**src/rtl/pipelined_adder_pkg.sv**
```systemverilog
// pipelined_adder_pkg: default sizing and the stage-register record shared by the pipelined adder
package pipelined_adder_pkg;
  localparam int DEFAULT_WIDTH  = 32;
  localparam int DEFAULT_STAGES = 4;
  localparam int MAX_WIDTH      = 64;
  typedef struct packed {
    logic                 valid;
    logic                 carry;
    logic                 sub;
    logic [MAX_WIDTH-1:0] a;
    logic [MAX_WIDTH-1:0] b;
    logic [MAX_WIDTH-1:0] res;
  } stage_t;
endpackage

```
**src/rtl/adder_slice.sv**
```systemverilog
// adder_slice: S-bit combinational adder slice reporting carry out and the carry into its MSB
module adder_slice #(
  parameter int S = 8
) (
  input  logic [S-1:0] a,
  input  logic [S-1:0] b,
  input  logic         cin,
  output logic [S-1:0] s,
  output logic         cout,
  output logic         cmsb
);
  assign {cout, s} = {1'b0, a} + {1'b0, b} + {{S{1'b0}}, cin};
  assign cmsb = s[S-1] ^ a[S-1] ^ b[S-1];
endmodule

```
**src/rtl/pipelined_adder.sv**
```systemverilog
// pipelined_adder: one slice per stage add/sub pipeline with valid/ready; define PIPELINED_ADDER_OVF_EN to add the ovf output
module pipelined_adder
  import pipelined_adder_pkg::*;
#(
  parameter int WIDTH  = DEFAULT_WIDTH,
  parameter int STAGES = DEFAULT_STAGES
) (
  input  logic             clk,
  input  logic             rst_n,
  input  logic             in_valid,
  output logic             in_ready,
  input  logic [WIDTH-1:0] a,
  input  logic [WIDTH-1:0] b,
  input  logic             cin,
  input  logic             sub,
  output logic             out_valid,
  input  logic             out_ready,
  output logic [WIDTH-1:0] sum,
  output logic             cout
`ifdef PIPELINED_ADDER_OVF_EN
  ,
  output logic             ovf
`endif
);
  localparam int S = WIDTH / STAGES;
  if (STAGES < 1 || STAGES > WIDTH || WIDTH % STAGES != 0 || WIDTH > MAX_WIDTH) begin : g_bad_cfg
    $error("pipelined_adder: WIDTH must be a multiple of STAGES with 1 <= STAGES <= WIDTH <= MAX_WIDTH");
  end
  stage_t            r_stage [STAGES];
  stage_t            w_in    [STAGES];
  stage_t            w_nxt   [STAGES];
  logic [STAGES-1:0] w_c;
  logic [STAGES-1:0] w_cmsb;
  logic [WIDTH-1:0]  w_b_eff;
  logic              w_advance;
  logic              w_unused_cmsb;
  assign w_advance = !(out_valid && !out_ready);
  assign in_ready  = w_advance;
  assign w_b_eff   = sub ? ~b : b;
  assign w_in[0]   = '{valid: in_valid, carry: sub | cin, sub: sub,
                       a: MAX_WIDTH'(a), b: MAX_WIDTH'(w_b_eff), res: '0};
  for (genvar k = 0; k < STAGES; k++) begin : g_stage
    logic [S-1:0] w_s;
    if (k > 0) begin : g_link
      assign w_in[k] = r_stage[k-1];
    end
    adder_slice #(.S(S)) u_slice (
      .a    (w_in[k].a[S-1:0]),
      .b    (w_in[k].b[S-1:0]),
      .cin  (w_in[k].carry),
      .s    (w_s),
      .cout (w_c[k]),
      .cmsb (w_cmsb[k])
    );
    assign w_nxt[k] = '{valid: w_in[k].valid, carry: w_c[k], sub: w_in[k].sub,
                        a: w_in[k].a >> S, b: w_in[k].b >> S,
                        res: (w_in[k].res >> S) | (MAX_WIDTH'(w_s) << (WIDTH - S))};
  end
  // All stages move together; the whole pipe freezes while the output beat is refused
  always_ff @(posedge clk or negedge rst_n)
    if (!rst_n) r_stage <= '{default: '0};
    else if (w_advance) r_stage <= w_nxt;
  assign out_valid = r_stage[STAGES-1].valid;
  assign sum       = r_stage[STAGES-1].res[WIDTH-1:0];
  assign cout      = r_stage[STAGES-1].carry;
  assign w_unused_cmsb = ^w_cmsb;
`ifdef PIPELINED_ADDER_OVF_EN
  logic r_ovf;
  // Signed overflow of the top slice, registered in step with the last stage
  always_ff @(posedge clk or negedge rst_n)
    if (!rst_n) r_ovf <= 1'b0;
    else if (w_advance) r_ovf <= w_cmsb[STAGES-1] ^ w_c[STAGES-1];
  assign ovf = r_ovf;
`endif
endmodule
```
**config.mk**
```make
export PLATFORM = sky130hd
export DESIGN_NAME = pipelined_adder
export DESIGN_NICKNAME = d
export VERILOG_FILES = /design/src/rtl/pipelined_adder_pkg.sv /design/src/rtl/adder_slice.sv /design/src/rtl/pipelined_adder.sv
export SDC_FILE = /design/constraint.sdc
export NUM_CORES = 1
export LEC_CHECK = 0
export ABC_CLOCK_PERIOD_IN_PS = 3290
export CORE_AREA = 2 2 151 116
export CTS_CLUSTER_DIAMETER = 80
export CTS_CLUSTER_SIZE = 25
export DETAILED_ROUTE_END_ITERATION = 8
export DIE_AREA = 0 0 153 118
export GPL_ROUTABILITY_DRIVEN = 0
export PLACE_DENSITY = 0.81
export SETUP_SLACK_MARGIN = 0.15
export SLEW_MARGIN = 0
export SYNTH_ARGS = -nofsm -noshare
export SYNTH_HDL_FRONTEND = slang
export SYNTH_HIERARCHICAL = 1
export SYNTH_SLANG_ARGS = --single-unit
```
**constraint.sdc**
```tcl
create_clock -name clk -period 3.29 [get_ports clk]
set_input_delay 0.329 -clock clk [delete_from_list [all_inputs] [get_ports clk]]
set_output_delay 0.329 -clock clk [all_outputs]
set_load 0.02 [all_outputs]
```
==> Word level (Yosys, flattened, before mapping) <==
Cells that the tools add are included.
{ "totals": {"ff_bits": 216, "latch_bits": 0, "mem_bits_rw": 0, "rom_bits": 0, "output_inout_bits": 35, "wordCells": 35, "mem_count": 0} }
{ "op_classes": {"add_sub_neg": 8, "multipliers": 0, "div": 0, "n_lt_le_gt_ge": 0, "n_eq_ne": 0, "shift": 0, "muxes": 1, "bitwise_logic": 5, "reduce_logical": 3} }
{ "op_table": {"columns": ["op", "n"], "rows": [
  ["24-bit by 32-bit bitwise OR with 32-bit output", 2],
  ["8-bit by 8-bit adder with 9-bit output", 4],
  ["9-bit by 1-bit adder with 9-bit output", 4],
  ["32-bit 2-to-1 mux", 1],
  ["32-bit inverter", 1],
  ["32-bit bitwise OR", 1],
  ["1-bit logical NOT", 2],
  ["1-bit logical AND", 1],
  ["1-bit bitwise OR", 1]
]} }

==> Depth between registers and ports, before layout <==
Gate-level depths: netlist (run 1).
{ "depth": {"word_depth": 4, "ltp_mapped": 10, "depth_no_buf": 8} }

==> Hierarchy <==
Netlist (run 1), hierarchy kept.
{ "by_module_without_submodules": {"columns": ["module", "n_inst", "cells_per_inst", "area_per_inst_um2"], "rows": [
  ["pipelined_adder", 1, 459, 7758.7],
  ["adder_slice (g_stage[1].u_slice ...)", 3, 44, 376.6],
  ["adder_slice (g_stage[0].u_slice)", 1, 42, 374.1]
]} }

==> Worst setup path before layout (run 1) <==
No wires, ideal clock.
{ "synth_timing": {"kind": "in2reg", "start": "in sub", "end": "reg r_stage[778] in the netlist's numbering", "t_arrival_ns": 2.763, "required_time_ns": 3.165, "setup_slack_ns": 0.402, "cell_stages": 10, "n_path_buf": 2, "path_cell_list": "buf_2 > buf_2 > or2_2 > fa_1 > fa_1 > a21o_2 > a21oi_2 > o211ai_1 > a31o_2 > mux2_2"} }
{ "synth_rtl": {"columns": ["item", "line_no", "rtl"], "rows": [
  ["from (decl)", "pipelined_adder.sv:15", "input logic sub,"],
  ["to (signal assigned)", "pipelined_adder.sv:62", "else if (w_advance) r_stage <= w_nxt;"],
  ["to (decl)", "pipelined_adder.sv:29", "stage_t r_stage [STAGES];"]
]} }

==> Final worst setup path (run 1) <==
{ "layout_timing": {"start": "reg r_stage[518] in the netlist's numbering", "end": "reg r_stage[388] in the netlist's numbering"} }
{ "layout_via": {"elab_chain_len": 2} }
{ "layout_lines": {"columns": ["item", "line_no", "rtl"], "rows": [
  ["8-bit by 8-bit adder with 9-bit output", "adder_slice.sv:12", "assign {cout, s} = {1'b0, a} + {1'b0, b} + {{S{1'b0}}, cin};"],
  ["9-bit by 1-bit adder with 9-bit output", "adder_slice.sv:12", null],
  ["via w_c[2]", "pipelined_adder.sv:32", "logic [STAGES-1:0] w_c;"]
]} }
The timed path passes the listed nets, and every way through them passes these cells.
A chain may end at the register's enable or synchronous reset.

==> flow_summary.toml, run 1 <==
[status]
outcome = "finished, final reports clean"

[hold_path]
hold_class = "reg2reg"
hold_end = "out_valid"
holdCritStartpoint = "r_stage[389]"
hold_depth = 1

[detailed_routing]
wire_per_inst_um = 18.0
drt_wl_total_mm = 16.7
drtIter0Drc = 294
vias_per_cell = 5.41
first_pass_iters = 4
drc = 0
final_antenna_net_count = 0
vias = 5019

[pwr]
cellLeakagePower_uw = 0.00467
pwr-share-seq_pct = 35.8
vdd_ir_drop_max_v = 0.000513
power_uw = 11000
internal-power_uw = 7330
sw_frac_of_total_pct = 33.1
p_per_area_nw_per_um2 = 1030
clkPwrFrac_pct = 20.2
comb_power_share_pct = 44.0
power.net_switching_uw = 3630

[clock_network]
post_cts_buffers = 0
cts_buffers = 17
cts-root-buf = "clkbuf_16"
path_clk_slew_ps = 70
htree_num_levels = 4
tritoncts = "yes"
cts_max_path_buffers = 2
insertion_delay_ps = 430
holdBufCountCts = 1
ctsResizeCount = 0
cts_sinks = 184

[sta]
worst_pin_slew_ps = 906
rsz0062_at_grt = "false"
hold_violations = 0
layout_min_cycle_time_ps = 2700
finalSetupTns_ps = 0
fin_skew_ps = 8.15
timing.final.ws_setup_ps = 586
fmax_mhz = 370
slew_violations = 0
holdWs_ps = 462
relSlewSlack_pct = 39.6
layout_worst_path_cycle_share_pct = 82.2
finalSetupViolations = 0

[layout]
fin_cells = 927
area_growth_pct = 17.0
final_nets = 805
diodes = 0
drive_gt1_share_pct = 34.3

[grt]
antenna_found_initial = 0
grt_max_degree = 133
grt_first_pass_wirelength_mm = 27.9
gr-total-overflow = 0
grt_pass1_vias = 5359
grt_use_total_pct = 19.5

[floorplan]
rows = 41
dieWidth_um = 153
start_util_pct = 55.1
core_um2 = 16600
ios = 105
dieArea_um2 = 18100
die-height_um = 118

[critical_path]
crit_top_cell = "fa_1"
cp_cell_sequence = "fa_1, fa_1, a21o_2, a21oi_1, o21ai_0, a31o_2, mux2_2"
arrival_ps = 3020
worst-path-max-fanout = 4
r2r_start = "r_stage[518]"
max_stage_delay_ps = 490
startpoint_type = "flop"
critPathSlowestCell = "fa_1"
crit_start = "r_stage[518]"
r2r-end = "r_stage[388]"
worstSetupPathType = "reg2reg"
endpoint_kind = "flop"
worst-r2r-setup-slack_ps = 590
critPathRequiredTime_ps = 3610
ff2ff_path_depth = 7

[logic_synthesis]
syn-num-nets = 731
syn_area_um2 = 9140
postSynthAreaPerCell_um2 = 14.6
ys_warn_count = 6
synthCells = 625

[job]
drv_cap = 0

[placement]
place_inst = 894
post-dp-hpwl_mm = 11.2
portBuffers = 104
dpl_worst_slack_ps = 220
worst max-delay path by stage:
stage / to / slack [ps]
after CTS: r_stage[388] / 570
after global routing: r_stage[388] / 480
after global placement: r_stage[778] / 310
final: r_stage[388] / 590
after detailed placement: r_stage[778] / 220
after floorplan: r_stage[778] / 400
state kept, by name, indices dropped and copies added, names as in the netlist:
register,flops
cout,1
out_valid,1
r_stage,150
sum,32
metal layers:
metal	up-vias	share of wire [%]	GRT usage, %
met3	26	4.4	5.27
li1	2336	-	-
met2	130	48	31.0
met5	-	0	0
met4	0	1.6	5.27
met1	2527	46	26.6
per-stage QoR:
step	cell area, µm²	util [%]
2_1_floorplan	9140	-
3_3_place_gp	10000	60.6
3_5_place_dp	10000	60.6
4_1_cts	10700	64.5
5_1_grt	10700	64.5
6_report	10700	64.5
layout make-up:
type / count / area [µm²]
Clock inverter: 14 / 209
Multi-Input combinational cell: 372 / 4000
Fill cell: 1197 / 5880
Inverter: 13 / 51.3
Timing Repair Buffer: 111 / 1120
Clock buffer: 18 / 439
Sequential cell: 184 / 4600
Tap cell: 215 / 269
placed cells by master, fill, tap and decap left out, drive strengths merged, types with 4 or more instances in the layout:
master         count
or4b               4
clkbuf            18
xnor2             13
mux2             183
fa                 8
buf                8
o2111ai            4
a21oi             16
a31oi              4
a211oi             7
xor2              36
o21bai             4
nand2b             5
bufinv             4
a31o               4
a21o               8
nor2               7
inv               20
clkdlybuf4s50    102
ha                28
o21ai             20
dfrtp            184
nor3              11
power groups by stage:
stage,Combinational [µW],Sequential [µW],Clock [µW]
3_5_place_dp,4790,3960,0
6_report,4830,3920,2220
2_1_floorplan,4000,3730,0
3_3_place_gp,4580,3890,0
5_1_grt,5250,4060,2370
4_1_cts,4850,3930,2270
critical path: cells and delay by family (launching register included):
kind / cells / cell delay, ps
AO/OA/AOI/OAI: 4 / 990
adder cells (fa/ha/maj): 2 / 940
multiplexers: 1 / 250
flip-flops: 1 / 410
No activity file was read; power rests on OpenSTA's default activity.
==> run 2: changes to the inputs <==
Settings changed: ABC_CLOCK_PERIOD_IN_PS 3290 to 2180, CORE_AREA 2 2 151 116 to 2 2 159 122, DIE_AREA 0 0 153 118 to 0 0 161 124, PLACE_DENSITY 0.81 to 0.77.
Clock period 3.29 ns to 2.18 ns, I/O delays scaled along.
==> run 2 against run 1 <==
  * Sequential power rose by 51%
  * Count of clock-buffer cells in the layout grew 3
  * Via count is 2.3% higher
  * Sequential cell count did not move
  * The run now ends with setup timing left
==> flow_summary.toml, run 2 (synthesis results as in run 1) <==
[detailed_routing]
vias_per_cell = 5.19
vias = 5135
final_antenna_net_count = 0
drtIter0Drc = 255
drc = 0
first_pass_iters = 4
drt_wl_total_mm = 17.4
wire_per_inst_um = 17.6

[floorplan]
dieArea_um2 = 20000
dieWidth_um = 161
rows = 43
die-height_um = 124
core_um2 = 18300
start_util_pct = 50.0
ios = 105

[grt]
antenna_found_initial = 0
grt_first_pass_wirelength_mm = 28.8
grt_max_degree = 65
grt_pass1_vias = 5663
gr-total-overflow = 0
grt_use_total_pct = 18.5

[pwr]
clkPwrFrac_pct = 19.0
comb_power_share_pct = 47.4
sw_frac_of_total_pct = 32.8
cellLeakagePower_uw = 0.00490
power.net_switching_uw = 5800
pwr-share-seq_pct = 33.6
vdd_ir_drop_max_v = 0.000812
internal-power_uw = 11900
p_per_area_nw_per_um2 = 1580
power_uw = 17700

[sta]
fin_skew_ps = 8.69
timing.final.ws_setup_ps = -101
finalSetupTns_ps = -423
hold_violations = 0
finalSetupViolations = 7
relSlewSlack_pct = 65.4
layout_min_cycle_time_ps = 2280
worst_pin_slew_ps = 520
fmax_mhz = 438
layout_worst_path_cycle_share_pct = 105
slew_violations = 0
rsz0062_at_grt = "true"

[layout]
diodes = 0
final_cell_mix = "dfrtp_1 (184), clkdlybuf4s50_1 (99), mux2_2 (98)"
final_common_cell = "dfrtp_1"
area_growth_pct = 22.5
final_nets = 836
largest_reg_flops = 150
nFillCells = 1382
fin_cells = 990
top_register = "r_stage"
drive_gt1_share_pct = 40.1

[critical_path]
startpoint_type = "flop"
ff2ff_path_depth = 7
critPathRequiredTime_ps = 2490
worst-path-max-fanout = 3
worstSetupPathType = "reg2reg"
worst-r2r-setup-slack_ps = -100
r2r-end = "cout"
r2r_start = "r_stage[388]"
endpoint_kind = "flop"
arrival_ps = 2590

[clock_network]
path_clk_slew_ps = 70
tritoncts = "yes"
cts_max_path_buffers = 2
cts-root-buf = "clkbuf_16"
insertion_delay_ps = 430
cts_buffers = 17
cts_sinks = 184
htree_num_levels = 4

[placement]
place_inst = 946
post-dp-hpwl_mm = 11.9
portBuffers = 104

[status]
violations = "setup timing"
outcome = "finished with violations"

[job]
drv_cap = 0

[hold_path]
hold_class = "in2async"
run 2: worst max-delay path by stage:
stage / from / end / slack, ps / cells past startpoint
after detailed placement: cin / r_stage[778] / -680 / 9
after global placement: cin / r_stage[778] / -580 / 9
after floorplan: sub / r_stage[778] / -410 / 10
after CTS: r_stage[518] / r_stage[388] / -90 / 7
final: r_stage[388] / cout / -100 / 7
after global routing: r_stage[518] / r_stage[388] / -160 / 7
run 2: per-stage QoR:
stage	hold slack [ps]	setup WS, ps	area, µm²	utilization, %
3_3_place_gp	199	-580	10300	56.3
3_5_place_dp	206	-681	10300	56.3
4_1_cts	312	-91.7	11100	60.8
6_report	310	-101	11200	61.2
5_1_grt	314	-161	11200	61.2
2_1_floorplan	-77.6	-407	9210	-
run 2: repair_timing:
| item | CTS | global route |
|---|---|---|
| setup buffers | 7 | 5 |
| hold buffers | 1 | 0 |
| pin swaps | 27 | 16 |
| resized for setup | 25 | 13 |
| endpoints found under the hold margin | 47 | 0 |
| endpoints found under the setup margin | 15 | 19 |
run 2: metal layers:
| metal | global-route usage (%) | up-vias | share of wire, % |
|---|---|---|---|
| met2 | 30.1 | 113 | 47 |
| li1 | - | 2397 | - |
| met5 | 0 | - | 0 |
| met3 | 4.70 | 31 | 3.5 |
| met1 | 24.3 | 2594 | 47 |
| met4 | 6.86 | 0 | 2.4 |
run 2: area by class of cell:
type | count | area, µm² | share of cell area [%]
clock buffer | 21 | 460 | 4.11
tap | 247 | 309 | 2.76
timing repair buffer | 142 | 1390 | 12.4
inverter | 13 | 51.3 | 0.458
clock inverter | 11 | 194 | 1.73
sequential | 184 | 4600 | 41.1
multi-input combinational | 372 | 4190 | 37.4
run 2: critical path, cell delays in order (launching register included):
cell,delay [ps]
dfrtp_1,400
fa_2,420
fa_2,360
a21o_2,210
a21oi_4,170
o21ai_2,90
a31o_2,260
mux2_2,260
run 2: power groups by stage:
stage | Sequential, µW | Clock, µW | Combinational [µW]
finish | 5930 | 3370 | 8370
global route | 6120 | 3600 | 9050
CTS | 5940 | 3440 | 8130
detailed placement | 5980 | 0 | 7630
global placement | 5880 | 0 | 7310
floorplan | 5640 | 0 | 6190
